File: src/rtl/sysop_commit.sv
// sysop_commit: commits execute-stage system ops (CSR RMW, trap entry, MRET) and owns M-mode trap CSRs.
// Define SYSOP_MCYCLE_EN to add the free-running mcycle counter at CSR 0xB00.
module sysop_commit #(
    parameter int unsigned XLEN       = 64,
    parameter logic [1:0]  RESET_PRIV = 2'b11
) (
    input  logic            clk,
    input  logic            rst,
    input  logic            in_valid,
    output logic            in_ready,
    input  logic [4:0]      cause_in,
    input  logic [XLEN-1:0] tval_in,
    input  logic [XLEN-1:0] pc_in,
    input  logic [XLEN-1:0] wdata_in,
    input  logic [4:0]      rd_in,
    output logic [1:0]      priv,
    output logic            rd_we,
    output logic [4:0]      rd_out,
    output logic [XLEN-1:0] rd_wdata,
    output logic            redirect_valid,
    output logic [XLEN-1:0] redirect_pc
);

    localparam logic [4:0] SYSOP_CSRW   = 5'd16;
    localparam logic [4:0] SYSOP_CSRS   = 5'd17;
    localparam logic [4:0] SYSOP_CSRC   = 5'd18;
    localparam logic [4:0] SYSOP_RET    = 5'd19;
    localparam logic [4:0] SYSOP_ECALL  = 5'd20;
    localparam logic [4:0] SYSOP_EBREAK = 5'd21;

    typedef enum logic [2:0] {
        S_IDLE, S_CSR_RD, S_CSR_WR, S_TRAP, S_RET, S_REDIR
    } state_t;

    state_t r_state, w_next;

    logic [4:0]      r_cause, r_rd;
    logic [XLEN-1:0] r_tval, r_pc, r_wdata, r_old;
    logic            r_illegal;
    logic [1:0]      r_priv;
    logic            r_mie, r_mpie;
    logic [1:0]      r_mpp;
    logic [XLEN-1:0] r_mtvec, r_mscratch, r_mepc, r_mcause, r_mtval;
`ifdef SYSOP_MCYCLE_EN
    logic [XLEN-1:0] r_mcycle;
`endif

    logic [11:0]     w_addr;
    logic            w_csr_hit, w_csr_illegal, w_csr_wen, w_is_w;
    logic [XLEN-1:0] w_csr_rdata, w_csr_new, w_trap_cause, w_trap_tval;

    assign w_addr   = r_tval[11:0];
    assign w_is_w   = (r_cause == SYSOP_CSRW);
    assign w_csr_wen = w_is_w || (r_wdata != '0);
    assign in_ready = (r_state == S_IDLE);
    assign priv     = r_priv;

    always_comb begin
        w_csr_hit   = 1'b1;
        w_csr_rdata = '0;
        case (w_addr)
            12'h300: begin
                w_csr_rdata[3]     = r_mie;
                w_csr_rdata[7]     = r_mpie;
                w_csr_rdata[12:11] = r_mpp;
            end
            12'h305: w_csr_rdata = r_mtvec;
            12'h340: w_csr_rdata = r_mscratch;
            12'h341: w_csr_rdata = r_mepc;
            12'h342: w_csr_rdata = r_mcause;
            12'h343: w_csr_rdata = r_mtval;
            12'hF14: w_csr_rdata = '0;
`ifdef SYSOP_MCYCLE_EN
            12'hB00: w_csr_rdata = r_mcycle;
`endif
            default: w_csr_hit = 1'b0;
        endcase
    end

    // Read-only space (addr[11:10]==3) is legal only for set/clear with a zero mask.
    assign w_csr_illegal = !w_csr_hit || (w_addr[9:8] > r_priv) ||
                           ((w_addr[11:10] == 2'b11) && w_csr_wen);

    always_comb begin
        case (r_cause)
            SYSOP_CSRW: w_csr_new = r_wdata;
            SYSOP_CSRS: w_csr_new = r_old | r_wdata;
            default:    w_csr_new = r_old & ~r_wdata;
        endcase
    end

    always_comb begin
        w_trap_cause = '0;
        w_trap_tval  = r_tval;
        if (r_illegal) begin
            w_trap_cause[4:0] = 5'd2;
            w_trap_tval = (r_cause == SYSOP_RET) ? '0 : {{(XLEN-12){1'b0}}, w_addr};
        end else begin
            case (r_cause)
                SYSOP_ECALL: begin
                    case (r_priv)
                        2'b00:   w_trap_cause[4:0] = 5'd8;
                        2'b01:   w_trap_cause[4:0] = 5'd9;
                        default: w_trap_cause[4:0] = 5'd11;
                    endcase
                    w_trap_tval = '0;
                end
                SYSOP_EBREAK: begin
                    w_trap_cause[4:0] = 5'd3;
                    w_trap_tval = '0;
                end
                default: w_trap_cause[4:0] = r_cause;
            endcase
        end
    end

    always_comb begin
        w_next = r_state;
        case (r_state)
            S_IDLE: begin
                if (in_valid && (cause_in != 5'd0)) begin
                    case (cause_in)
                        SYSOP_CSRW, SYSOP_CSRS, SYSOP_CSRC: w_next = S_CSR_RD;
                        SYSOP_RET: w_next = S_RET;
                        default:   w_next = S_TRAP;
                    endcase
                end
            end
            S_CSR_RD: w_next = w_csr_illegal ? S_TRAP : S_CSR_WR;
            S_CSR_WR: w_next = S_IDLE;
            S_TRAP:   w_next = S_REDIR;
            S_RET:    w_next = (r_priv != 2'b11) ? S_TRAP : S_REDIR;
            S_REDIR:  w_next = S_IDLE;
            default:  w_next = S_IDLE;
        endcase
    end

    always_ff @(posedge clk) begin
        if (rst) r_state <= S_IDLE;
        else     r_state <= w_next;
    end

    always_ff @(posedge clk) begin
        if (rst) begin
            r_cause        <= '0;
            r_rd           <= '0;
            r_tval         <= '0;
            r_pc           <= '0;
            r_wdata        <= '0;
            r_old          <= '0;
            r_illegal      <= 1'b0;
            r_priv         <= RESET_PRIV;
            r_mie          <= 1'b0;
            r_mpie         <= 1'b0;
            r_mpp          <= 2'b00;
            r_mtvec        <= '0;
            r_mscratch     <= '0;
            r_mepc         <= '0;
            r_mcause       <= '0;
            r_mtval        <= '0;
`ifdef SYSOP_MCYCLE_EN
            r_mcycle       <= '0;
`endif
            rd_we          <= 1'b0;
            rd_out         <= '0;
            rd_wdata       <= '0;
            redirect_valid <= 1'b0;
            redirect_pc    <= '0;
        end else begin
            rd_we          <= 1'b0;
            redirect_valid <= 1'b0;
`ifdef SYSOP_MCYCLE_EN
            r_mcycle       <= r_mcycle + 1'b1;
`endif
            case (r_state)
                S_IDLE: begin
                    if (in_valid) begin
                        r_cause   <= cause_in;
                        r_tval    <= tval_in;
                        r_pc      <= pc_in;
                        r_wdata   <= wdata_in;
                        r_rd      <= rd_in;
                        r_illegal <= 1'b0;
                    end
                end
                S_CSR_RD: begin
                    r_old     <= w_csr_rdata;
                    r_illegal <= w_csr_illegal;
                end
                S_CSR_WR: begin
                    if (w_csr_wen) begin
                        case (w_addr)
                            12'h300: begin
                                r_mie  <= w_csr_new[3];
                                r_mpie <= w_csr_new[7];
                                r_mpp  <= w_csr_new[12:11];
                            end
                            12'h305: r_mtvec    <= {w_csr_new[XLEN-1:2], 2'b00};
                            12'h340: r_mscratch <= w_csr_new;
                            12'h341: r_mepc     <= {w_csr_new[XLEN-1:1], 1'b0};
                            12'h342: r_mcause   <= w_csr_new;
                            12'h343: r_mtval    <= w_csr_new;
`ifdef SYSOP_MCYCLE_EN
                            12'hB00: r_mcycle   <= w_csr_new;
`endif
                            default: ;
                        endcase
                    end
                    rd_we    <= 1'b1;
                    rd_out   <= r_rd;
                    rd_wdata <= r_old;
                end
                S_TRAP: begin
                    r_mepc      <= {r_pc[XLEN-1:1], 1'b0};
                    r_mcause    <= w_trap_cause;
                    r_mtval     <= w_trap_tval;
                    r_mpie      <= r_mie;
                    r_mie       <= 1'b0;
                    r_mpp       <= r_priv;
                    r_priv      <= 2'b11;
                    redirect_pc <= r_mtvec;
                end
                S_RET: begin
                    if (r_priv != 2'b11) begin
                        r_illegal <= 1'b1;
                    end else begin
                        r_priv      <= r_mpp;
                        r_mie       <= r_mpie;
                        r_mpie      <= 1'b1;
                        r_mpp       <= 2'b00;
                        redirect_pc <= r_mepc;
                    end
                end
                S_REDIR: redirect_valid <= 1'b1;
                default: ;
            endcase
        end
    end

endmodule

File: config.mk
export PLATFORM = sky130hd
export DESIGN_NAME = sysop_commit
export DESIGN_NICKNAME = d
export VERILOG_FILES = /design/src/rtl/sysop_commit.sv
export SDC_FILE = /design/constraint.sdc
export NUM_CORES = 2
export LEC_CHECK = 0
export CAP_MARGIN = 20
export CORE_MARGIN = 2
export CORE_UTILIZATION = 45
export CTS_CLUSTER_SIZE = 10
export DETAILED_ROUTE_END_ITERATION = 10
export GPL_TIMING_DRIVEN = 0
export PLACE_DENSITY_LB_ADDON = 0.12
export SKIP_LAST_GASP = 1
export SYNTH_ARGS = -nofsm -noshare
export SYNTH_HDL_FRONTEND = slang
export SYNTH_SLANG_ARGS = --single-unit
File: constraint.sdc
create_clock -name clk -period 2.81 [get_ports clk]
set_input_delay 0.843 -clock clk [delete_from_list [all_inputs] [get_ports clk]]
set_output_delay 0.843 -clock clk [all_outputs]
set_load 0.05 [all_outputs]
==> metrics.cfg <==
[run_status]
status=complete, but fails checks
violations=setup timing

[global_routing]
grt_pass1_vias=28900
antenna_found_initial=4
overflow=0
grt_pass1_wl_um=186000
grt_max_degree=12
grt_use_total_pct=35.4

[timing]
max_freq_mhz=339
worst_slack_ns=-0.139
skew_ns=0.0363
whs_ns=0.449
hold_violations=0
period_share_pct=105
finalSetupViolations=140
maxSlewHeadroom_pct=27.3
worst_pin_slew_ns=1.09
rsz0062_at_grt=true
report.final.slew_viol_count=0
min_period_ns=2.95

[detailed_routing]
vias=30600
drt-total-wl_um=128000
detail_route.first_pass.iterations=7
dr_wl_met2_um=54800
drc_errors=0
drt_iter0_drc=3619
met3_length_um=13500
via_per_inst=6.09
ant_nets=0
wl_met1_um=51100
wire_per_inst_um=25.5
top_layer_used=met5

[critical_path]
r2r_setup_slack_ns=-0.14
worst-path-max-fanout=10
crit_chain=nor4_4 -> nand4_1 -> buf_4 -> nor4_4 -> buf_4 -> a21boi_4 -> nor2_4 -> buf_6 -> buf_2 -> a221oi_1
slowest_stage=nor4_4
worstPathRequired_ns=3.28
reg2reg_depth=10
reg2reg_from=r_wdata[59]
crit_start=r_wdata[59]
worstReg2RegEnd=r_mtval[43]
critPathLaunchType=flop
cp-end-kind=flop
crit_arrival_ns=3.42
slowest_delay_ns=0.42
path_class=flop to flop

[die]
rows=95
io_pins=343
die_w_um=264
coreArea_um2=67000
die_h_um=264
initial_utilization_pct=45.3
dieArea_um2=69600

[clock_network]
clock-sinks=726
clock_latency_ns=0.65
cts_tree=built
ctsRootBufferMaster=clkbuf_16
cts_made_buffers=83
clkTransAtPathRegs_ns=0.06
htreeDepth=3
clk_path_buf_depth=3
cts_hold_buffers=0

[cells_and_area]
regArea_um2=14600
nets=4346
layout_commonest_cell=nand2_1
drive_gt1_share_pct=11.5
n_fill_cell=6380
syn_to_final_growth_pct=26.1
stdcell_count=5028
multi_input_area_um2=14800
final_cell_area_um2=38300
antenna_cells=0
final_util_pct=57.2
final_cell_mix=858 x nand2_1, 714 x dfxtp_1, 405 x a21oi_1

[yosys]
yosys.cell_types.count=62
dominantRegCellSynth=dfxtp_1
async_reset_ff_share_pct=0
synth.avg_cell_area_um2=8.23
syn_inst=3692
synth_area_um2=30400
synth-seq-cells=726
synth_edf_count=0
ys_seq_area_share_pct=47.8
yosysWarnings=0
syn_nets=3899

[placed_design]
port_buffers=340
hpwl_um=92500
placed_area_um2=35000
routabilityCongestion=0.979
dp.cells=4911

[pwr]
vdd_ir_drop_max_v=0.000466
p_leak_uw=0.0126
power_density_nw_per_um2=700
total_power_uw=26800

[job]
drv_cap=0

[worst_hold_path]
hold_start=r_rd[2]
holdPathEnd=rd_out[2]
hold_path_class=flop to flop
holdPathStages=2

-- final cells by class --
| class | instances | area share (%) |
|---|---|---|
| inverters | 64 | 0.627 |
| well taps | 873 | 2.85 |
| multi-input cells | 2560 | 38.5 |
| repair buffers | 368 | 9.77 |
| flip-flops and latches | 726 | 38.0 |
| clock inverters | 5 | 0.153 |
| plain buffers | 336 | 4.43 |
| clock buffers | 96 | 5.74 |
-- critical path: cells and delay by family (launching register included) --
family                 cells  cell delay, ns
AND/OR/NAND/NOR            4            1.15
buffers and inverters      4            1.06
flip-flops                 1            0.38
AO/OA/AOI/OAI              2            0.19
-- layer usage --
layer,vias to the layer above,track usage (%)
met4,6,22.2
li1,13900,-
met1,14500,46.0
met2,1780,53.4
met3,396,7.99
met5,-,0
-- power by group --
| part | switching (uW) | internal, uW | leakage (uW) |
|---|---|---|---|
| sequential | 858 | 11100 | 0.00590 |
| combinational | 3590 | 1620 | 0.00560 |
| clock | 4260 | 5460 | 0.00111 |
| total | 8710 | 18100 | 0.0126 |
-- what timing repair did --
item / CTS / global route
endpoints found under the hold margin: 0 / 0
setup buffers: 13 / 7
pin swaps: 6 / 31
gates cloned: 0 / 1
resized for setup: 117 / 210
setup endpoints to repair: 720 / 512
-- cell usage after synthesis, drive strengths merged, types with 3 or more instances --
library cell | n | area share [%]
nand2 | 860 | 11
a22oi | 85 | 2.1
nor3 | 25 | 0.43
nand4 | 13 | 0.27
o21ai | 185 | 3.1
o221a | 7 | 0.26
nand3 | 71 | 1.2
nor3b | 3 | 0.074
a222oi | 37 | 1.2
and4 | 3 | 0.086
a221oi | 81 | 2.3
mux2 | 58 | 2.1
a211oi | 189 | 5.8
inv | 64 | 0.79
a21oi | 405 | 6.7
a311oi | 67 | 1.9
nor4 | 18 | 0.39
and2 | 12 | 0.25
nand2b | 4 | 0.082
a22o | 37 | 1.1
nor2b | 6 | 0.12
mux2i | 4 | 0.13
o311ai | 7 | 0.20
nor2 | 290 | 3.6
o211a | 3 | 0.099
mux4 | 5 | 0.37
o21a | 57 | 1.4
dfxtp | 726 | 48
buf | 60 | 1.3
clkbuf | 282 | 3.5
-- how the worst max path moves through the flow --
stage,to,slack [ns],depth (start not counted)
floorplan,r_tval[10],0.0005,7
global placement,r_mtval[17],-2.23,8
detailed placement,r_mtval[48],-1.47,8
CTS,r_mtval[48],-0.22,10
global route,r_mtval[35],-0.16,10
finish,r_mtval[43],-0.14,10
-- state kept, by name, indices dropped and copies added, names as in the netlist, 62 cells and up --
register,count
r_mcause,64
r_mepc,63
r_mscratch,64
r_mtval,64
r_mtvec,62
r_old,64
r_pc,63
r_tval,64
r_wdata,64
rd_wdata,64
redirect_pc,63
-- cells by family (layout without fill, tap and decap cells) --
| family | count (synthesis) | in the layout | share of synthesized area [%] |
|---|---|---|---|
| other | 1 | 1 | 0.0123 |
| AND/OR/NAND/NOR | 1314 | 1314 | 17.3 |
| flip-flops | 726 | 726 | 47.8 |
| multiplexers | 67 | 67 | 2.65 |
| adder cells (fa/ha/maj) | 2 | 2 | 0.0823 |
| buffers and inverters | 406 | 869 | 5.56 |
| AO/OA/AOI/OAI | 1176 | 1176 | 26.6 |
-- metrics by stage --
stage          setup WS [ns]  TNS (ns)
2_1_floorplan       0.000500         0
3_3_place_gp           -2.23   -701.12
3_5_place_dp           -1.47   -564.80
4_1_cts               -0.217     -7.13
5_1_grt               -0.161     -5.98
6_report              -0.139     -7.27
No activity file was read; power rests on OpenSTA's default activity.
